**config.mk**
```make
export PLATFORM = sky130hd
export DESIGN_NAME = acla_corrector
export DESIGN_NICKNAME = d
export VERILOG_FILES = /design/src/rtl/acla_corrector.sv
export SDC_FILE = /design/constraint.sdc
export NUM_CORES = 1
export LEC_CHECK = 0
export BUFFER_PORTS_ARGS = -buffer_cell sky130_fd_sc_hd__buf_2
export CAP_MARGIN = 20
export CORE_ASPECT_RATIO = 0.7
export CORE_UTILIZATION = 30
export DETAILED_ROUTE_END_ITERATION = 8
export PLACE_DENSITY = 0.59
export SLEW_MARGIN = 30
export SYNTH_ARGS = -nofsm -noshare
export SYNTH_HDL_FRONTEND = slang
export SYNTH_HIERARCHICAL = 1
export SYNTH_SLANG_ARGS = --single-unit
export TNS_END_PERCENT = 1
```
**constraint.sdc**
```tcl
create_clock -name clk -period 3 [get_ports clk]
set_clock_uncertainty 0.05 [all_clocks]
set_input_delay 0.15 -clock clk [delete_from_list [all_inputs] [get_ports clk]]
set_output_delay 0.15 -clock clk [all_outputs]
set_load 0.005 [all_outputs]
```
**src/rtl/acla_corrector.sv**
```systemverilog
// Exact adder built on block-speculative carries: each block guesses its carry-in
// from the group-generate of the block below, then mispredicted blocks are repaired one per cycle.

module acla_blk #(
    parameter int BLK = 8
) (
    input  logic [BLK-1:0] a_blk,
    input  logic [BLK-1:0] b_blk,
    input  logic           spec_c,
    output logic           g,
    output logic           p,
    output logic [BLK-1:0] s
);
    logic [BLK:0] raw;

    assign raw = {1'b0, a_blk} + {1'b0, b_blk};
    assign g   = raw[BLK];
    assign p   = &(a_blk ^ b_blk);
    assign s   = raw[BLK-1:0] + {{(BLK-1){1'b0}}, spec_c};
endmodule

module acla_corrector #(
    parameter int WIDTH = 32,
    parameter int BLK   = 8,
    parameter int NBLK  = WIDTH / BLK,
    parameter int EW    = $clog2(NBLK) + 1
) (
    input  logic             clk,
    input  logic             rst_n,
    input  logic             in_valid,
    output logic             in_ready,
    input  logic [WIDTH-1:0] a,
    input  logic [WIDTH-1:0] b,
    input  logic             cin,
    output logic             out_valid,
    input  logic             out_ready,
    output logic [WIDTH-1:0] sum,
    output logic             cout,
    output logic [EW-1:0]    err_cnt
);
    localparam int KW = (NBLK > 2) ? $clog2(NBLK) : 1;

    typedef enum logic [2:0] {IDLE, EVAL, ROUTE, CORRECT, DONE} state_t;

    state_t state, state_nxt;

    logic [WIDTH-1:0]          op_a, op_b;
    logic                      op_c;
    logic [NBLK-1:0]           g_c, p_c, spec_c;
    logic [NBLK-1:0][BLK-1:0]  ssum_c, ssum_q, ssum_nxt;
    logic [NBLK-1:0]           g_q, p_q;
    logic                      fast_q;
    logic [KW-1:0]             k_q, km1;
    logic                      tc_q;
    logic [EW-1:0]             err_q, err_nxt;
    logic                      fix, last;

    assign spec_c[0] = op_c;

    for (genvar i = 0; i < NBLK; i++) begin : g_blk
        if (i > 0) begin : g_spec
            assign spec_c[i] = g_c[i-1];
        end
        acla_blk #(.BLK(BLK)) u_blk (
            .a_blk  (op_a[i*BLK +: BLK]),
            .b_blk  (op_b[i*BLK +: BLK]),
            .spec_c (spec_c[i]),
            .g      (g_c[i]),
            .p      (p_c[i]),
            .s      (ssum_c[i])
        );
    end

    assign km1  = k_q - 1'b1;
    assign last = (k_q == KW'(NBLK - 1));
    // Speculation only ever misses a carry of 1, so a repair is always +1.
    assign fix  = (tc_q != g_q[km1]);

    always_comb begin
        ssum_nxt = ssum_q;
        err_nxt  = err_q;
        if (state == CORRECT && fix) begin
            ssum_nxt[k_q] = ssum_q[k_q] + 1'b1;
            err_nxt       = err_q + 1'b1;
        end
    end

    always_ff @(posedge clk or negedge rst_n) begin
        if (!rst_n) state <= IDLE;
        else        state <= state_nxt;
    end

    always_comb begin
        state_nxt = state;
        case (state)
            IDLE:    if (in_valid) state_nxt = EVAL;
            EVAL:    state_nxt = ROUTE;
            ROUTE:   state_nxt = fast_q ? DONE : CORRECT;
            CORRECT: if (last) state_nxt = DONE;
            DONE:    if (out_ready) state_nxt = IDLE;
            default: state_nxt = IDLE;
        endcase
    end

    always_ff @(posedge clk or negedge rst_n) begin
        if (!rst_n) begin
            op_a    <= '0;
            op_b    <= '0;
            op_c    <= 1'b0;
            ssum_q  <= '0;
            g_q     <= '0;
            p_q     <= '0;
            fast_q  <= 1'b0;
            k_q     <= '0;
            tc_q    <= 1'b0;
            err_q   <= '0;
            sum     <= '0;
            cout    <= 1'b0;
            err_cnt <= '0;
        end else begin
            case (state)
                IDLE: if (in_valid) begin
                    op_a <= a;
                    op_b <= b;
                    op_c <= cin;
                end
                EVAL: begin
                    ssum_q <= ssum_c;
                    g_q    <= g_c;
                    p_q    <= p_c;
                    fast_q <= ~|p_c[NBLK-2:0];
                    k_q    <= KW'(1);
                    tc_q   <= g_c[0] | (p_c[0] & op_c);
                    err_q  <= '0;
                end
                ROUTE: if (fast_q) begin
                    // No lower propagate blocks: carry into the top block is G of the block below.
                    sum     <= ssum_q;
                    cout    <= g_q[NBLK-1] | (p_q[NBLK-1] & g_q[NBLK-2]);
                    err_cnt <= '0;
                end
                CORRECT: begin
                    ssum_q <= ssum_nxt;
                    err_q  <= err_nxt;
                    tc_q   <= g_q[k_q] | (p_q[k_q] & tc_q);
                    k_q    <= k_q + 1'b1;
                    if (last) begin
                        sum     <= ssum_nxt;
                        cout    <= g_q[NBLK-1] | (p_q[NBLK-1] & tc_q);
                        err_cnt <= err_nxt;
                    end
                end
                default: ;
            endcase
        end
    end

    assign in_ready  = (state == IDLE);
    assign out_valid = (state == DONE);
endmodule

```
# Word-level counts from Yosys, hierarchy flattened
# Cells that the tools add are included.
# op_classes
n_addsub,12
order_cmp,3
eq_ne,10
muxes,31
n_bitwise,12
n_reduce_logical,14
# op_table
operator,n
$pmux W32 S2,2
$mux W32,3
$add A8 B8 Y9,4
$add A8 B1 Y8,4
$bwmux W32,1
$reduce_and A8 Y1,4
$xor A8 B8 Y8,4
$mux W3,7
$bmux W8 S2,1
$demux W8 S2,1
$mux W8,2
$pmux W3 S5,1
$pmux W3 S2,2
$add A8 B1 Y8 const B,1
$bmux W1 S2,3
$eq A3 B2 Y1 const B,2
$lt A2 B3 Y1 const B,2
$ne A2 B2 Y1 const B,3
$reduce_and A3 Y1,2
$mux W1,5
$and A1 B1 Y1,4
$or A1 B1 Y1,4
$pmux W1 S2,2
$pmux W2 S2,1
other kinds (15),17
# totals
ff_bits,151
inputBits,69
output_inout_bits,38
elab_cells,99

# Depth between registers and ports, before layout
# logic_depth
word_depth,8
depth_mapped,13
depth_no_buf,13

# Modules after synthesis
# Netlist, hierarchy kept.
# by_module_without_submodules
mod,n_inst,cells_each,area_per_inst_um2,seq_area_each_um2
acla_corrector,1,562,6794.0,3778.6
acla_blk (g_blk[1].u_blk ...),2,70,538.0,0.0
acla_blk (g_blk[3].u_blk),1,64,514.2,0.0
acla_blk (g_blk[0].u_blk),1,60,485.5,0.0

# Worst setup path after synthesis
# OpenSTA, ideal clock, no wires.
# synth_timing
path_type,flip-flop to flip-flop
startpoint,reg op_a[8]
endpoint,reg ssum_q[22] in the netlist's numbering
arrival_time_ns,2.785
t_required_ns,2.820
path_slack_ns,0.035
stages_incl_launch_ff,14
n_path_buf,0
synth_period_minus_slack_ns,2.965
cell_sequence,dfrtp_1 ha_1 fa_1 a21o_2 a21oi_1 nor2_1 or3_1 ha_1 ha_1 and2_1 nand4_1 xnor2_1 a22oi_1 o21ai_0
# synth_lines
item,line_no,rtl
start: declaration,47,"logic [WIDTH-1:0] op_a, op_b;"
start signal: assignment,107,op_a <= '0;
start signal: assignment,123,op_a <= a;
end signal: assignment,128,ssum_q <= ssum_c;
end signal: assignment,143,ssum_q <= ssum_nxt;
end: declaration,50,"logic [NBLK-1:0][BLK-1:0] ssum_c, ssum_q, ssum_nxt;"

# Final worst setup path
# layout_timing
startpoint,reg k_q[0]
endpoint,reg ssum_q[12] in the netlist's numbering
# layout_between
elab_chain_cells,7
word_cells_on_any_way,16
classes_between,2 x add/sub; 2 x order compare; 1 x eq/ne; 9 x mux; 2 x reduce/logical
# layout_rtl
item,line_no,rtl
start: declaration,53,"logic [KW-1:0] k_q, km1;"
start signal: assignment,146,k_q <= k_q + 1'b1;
"parallel branches: the longest is 5 deep, another holds $add A8 B1 Y8",--,
$mux W32 (*),82,if (state == CORRECT && fix) begin
$pmux W32 S2 (*),121,case (state)
# Mark *: on every way between the ends. The select of a mux whose other input is x is not followed.
# A chain may end at the register's enable or synchronous reset.

==> results.ini <==
[clock_network]
clock_path_buffers = 2
h-tree-depth = 4
clkTransAtPathRegs_ns = 0.06
cts-buffers-inserted = 17
insertion_delay_ns = 0.43
cts-root-buf = clkbuf_16
cts_tree = yes
clkSinkCount = 151

[grt]
grt_pass1_wl_um = 40100
antenna_found_initial = 0
grt_max_degree = 73
gr-total-overflow = 0
grt_pass1_vias = 7014
grt_usage = 0.170

[synthesis]
syn-num-nets = 945
syn_avg_cell_area_sq_um = 10.7
syn_area_sq_um = 8870
synth_compound_area_frac = 0.165
synthMuxAreaShare = 0.131
synth_ff_type = dfrtp_1
synth_top_family_by_area = compound AO/OA/AOI/OAI gates
ys_types = 73
postSynthCellCount = 826
yosys_warnings = 6
synth_edf_count = 0
yosysSeqAreaShare = 0.426
async_flop_share = 1.00
synth_fa_ha_area_frac = 0.0739
ys_seq_elements = 151
synth-xor-area-share = 0.0466
synthSimpleGateAreaFrac = 0.128

[sta]
post-route-min-period_ns = 2.87
min_period_over_period = 0.957
max_freq_mhz = 348
rsz0062_at_grt = true
setup-violations-final = 0
worst_slack_ns = 0.129
final_max_slew_viol_count = 0
maxSlewHeadroom = 0.493
hold_viol_final = 0
tightest_slew_ns = 0.758

[detailed_routing]
viasPerCell = 5.10
vias = 7195
drtAntennaViolNets = 0
wl_per_cell_um = 17.7
drt_wl_total_um = 24900
drt_pass1_iterations = 5
drc = 0
drt-initial-drc-count = 488

[layout]
layout-drive-gt1-share = 0.295
final_nets = 1141
fillers = 2884
diodes = 0
final_cells = 1411
fin_util = 0.392
syn2layout_area_growth_pct = 28.0

[run_status]
status = finished, final reports clean

[die]
initial_utilization = 0.306
die_height_um = 146
die_w_um = 208
die-area_sq_um = 30300
io_pins = 107
rows = 52
core_sq_um = 29000

[pwr]
p_total_w = 0.0159
power_density_nw_per_um2 = 1400
leakage_nw = 5.04
ir_drop_mv = 0.474

[critical_path]
startpoint_type = flop
path_class = flop to flop
cp_max_fo = 14
required_ns = 3.25
crit_arrival_ns = 3.12
endpoint_kind = flop

[placed_design]
dp_hpwl_um = 18500
gp_congestion = 0.951
port_buffers = 106
post-place-cells = 1311
place_ws_ns = -0.0833

[hold_path]
hold_path.class = input port to flop

[flow_run]
cap_violations = 0

worst max-delay path, stage by stage, from the launching register on:
cell and delay (ns):
dfrtp_1 0.38, inv_1 0.16, ha_1 0.29, mux4_2 0.37, xor2_4 0.16, buf_4 0.26, and3_2 0.45, mux2i_1 0.49
a21oi_1 0.13
cell families (layout without fill, tap and decap cells):
logic type / count (synthesis) / after routing
buf+inv: 56 / 263
xor+xnor: 45 / 45
flops: 151 / 151
compound gates: 214 / 214
mux: 93 / 93
simple gates: 217 / 217
fa+ha+maj: 50 / 50
timing repair:
action	4_1_cts	5_1_grt
setup buffers	0	3
hold endpoints to repair	114	0
setup endpoints to repair	6	11
pin swaps	0	11
hold buffers	67	0
gates resized for setup	4	20
final cells by class:
cell class	instances	area [sq um]	area share
clock buffers	21	460	0.0406
well taps	378	473	0.0417
clock inverters	9	103	0.00904
inverters	20	75.1	0.00661
repair buffers	213	1550	0.136
flip-flops and latches	151	3780	0.333
multi-input cells	619	4910	0.433
layout by cell type, fill, tap and decap left out, types with 15 or more instances in the layout:
cell / Yosys / layout
a22oi_1: 16 / 15
o21ai_0: 49 / 44
mux2i_1: 15 / 15
buf_2: 11 / 105
inv_1: 20 / 20
ha_1: 46 / 41
o21ai_1: 11 / 16
xnor2_1: 33 / 32
nor2_1: 37 / 37
mux2_2: 68 / 68
nand2_1: 88 / 87
dfrtp_1: 151 / 151
dlygate4sd3_1: 0 / 67
buf_4: 1 / 37
a21oi_1: 45 / 42
clkbuf_16: 0 / 17
final timing paths:
| check | startpoint | to | slack [ns] | depth (start not counted) |
|---|---|---|---|---|
| max | k_q[0]$_DFFE_PN0P_ | ssum_q[12]$_DFFE_PN0P_ | 0.13 | 8 |
| min | in_valid | state[0]$_DFFE_PN0P_ | 0.12 | 4 |
| max reg2reg | k_q[0]$_DFFE_PN0P_ | ssum_q[12]$_DFFE_PN0P_ | 0.13 | 8 |
| min reg2reg | sum[22]$_DFFE_PN0P_ | sum[22]$_DFFE_PN0P_ | 0.43 | 2 |
| max in group asynchronous | rst_n | op_b[12]$_DFFE_PN0P_ | 1.88 | 3 |
| min in group asynchronous | rst_n | sum[24]$_DFFE_PN0P_ | 0.20 | 2 |
state kept, by name (all words and copies together), names as in the netlist:
name and count:
tc_q 1, fast_q 1, k_q 2, cout 1, ssum_q 32, p_q 4
err_q 3, op_c 1, op_b 32, err_cnt 3, sum 32, op_a 32
state 3, g_q 4
synthesized netlist by cell type (5+ instances only):
| master | number | area [sq um] |
|---|---|---|
| dfrtp_1 | 151 | 3780 |
| nand2_1 | 88 | 330 |
| mux2_2 | 68 | 766 |
| o21ai_0 | 49 | 245 |
| ha_1 | 46 | 576 |
| a21oi_1 | 45 | 225 |
| nor2_1 | 37 | 139 |
| xnor2_1 | 33 | 289 |
| inv_1 | 20 | 75.1 |
| clkbuf_1 | 19 | 71.3 |
| a22oi_1 | 16 | 120 |
| mux2i_1 | 15 | 150 |
| nand3_1 | 13 | 65.1 |
| o22ai_1 | 12 | 75.1 |
| a22o_1 | 11 | 96.3 |
| buf_2 | 11 | 55.1 |
| nand4_1 | 11 | 68.8 |
| o21ai_1 | 11 | 55.1 |
| xor2_1 | 11 | 96.3 |
| a21o_1 | 10 | 75.1 |
| mux4_1 | 8 | 210 |
| nor3_1 | 8 | 40.0 |
| o211ai_1 | 8 | 60.1 |
| and2_1 | 7 | 43.8 |
| and3_1 | 6 | 37.5 |
| o2111ai_1 | 6 | 52.6 |
| a31oi_1 | 5 | 31.3 |
| and3_2 | 5 | 37.5 |
| buf_6 | 5 | 56.3 |
stage by stage:
stage	setup TNS, ns	instance area, sq um	hold WS, ns
floorplan	0	8870	-0.196
global placement	-0.0571	10000	0.0903
detailed placement	-0.243	10000	0.0927
CTS	0	11300	0.107
global route	-0.0641	11300	0.157
finish	0	11300	0.117
per-layer routing:
| metal | global-route usage | vias to the layer above | wire length, um |
|---|---|---|---|
| li1 | - | 3458 | - |
| met1 | 0.261 | 3499 | 12800 |
| met2 | 0.232 | 222 | 10000 |
| met3 | 0.0486 | 16 | 1880 |
| met4 | 0.0366 | 0 | 197 |
| met5 | 0 | - | 0 |
power breakdown:
part / switching, W / internal [W]
Sequential: 0.000798 / 0.00301
Clock: 0.000853 / 0.00125
Combinational: 0.00552 / 0.00449
Total: 0.00717 / 0.00875
(Power assumes the default switching activity.)
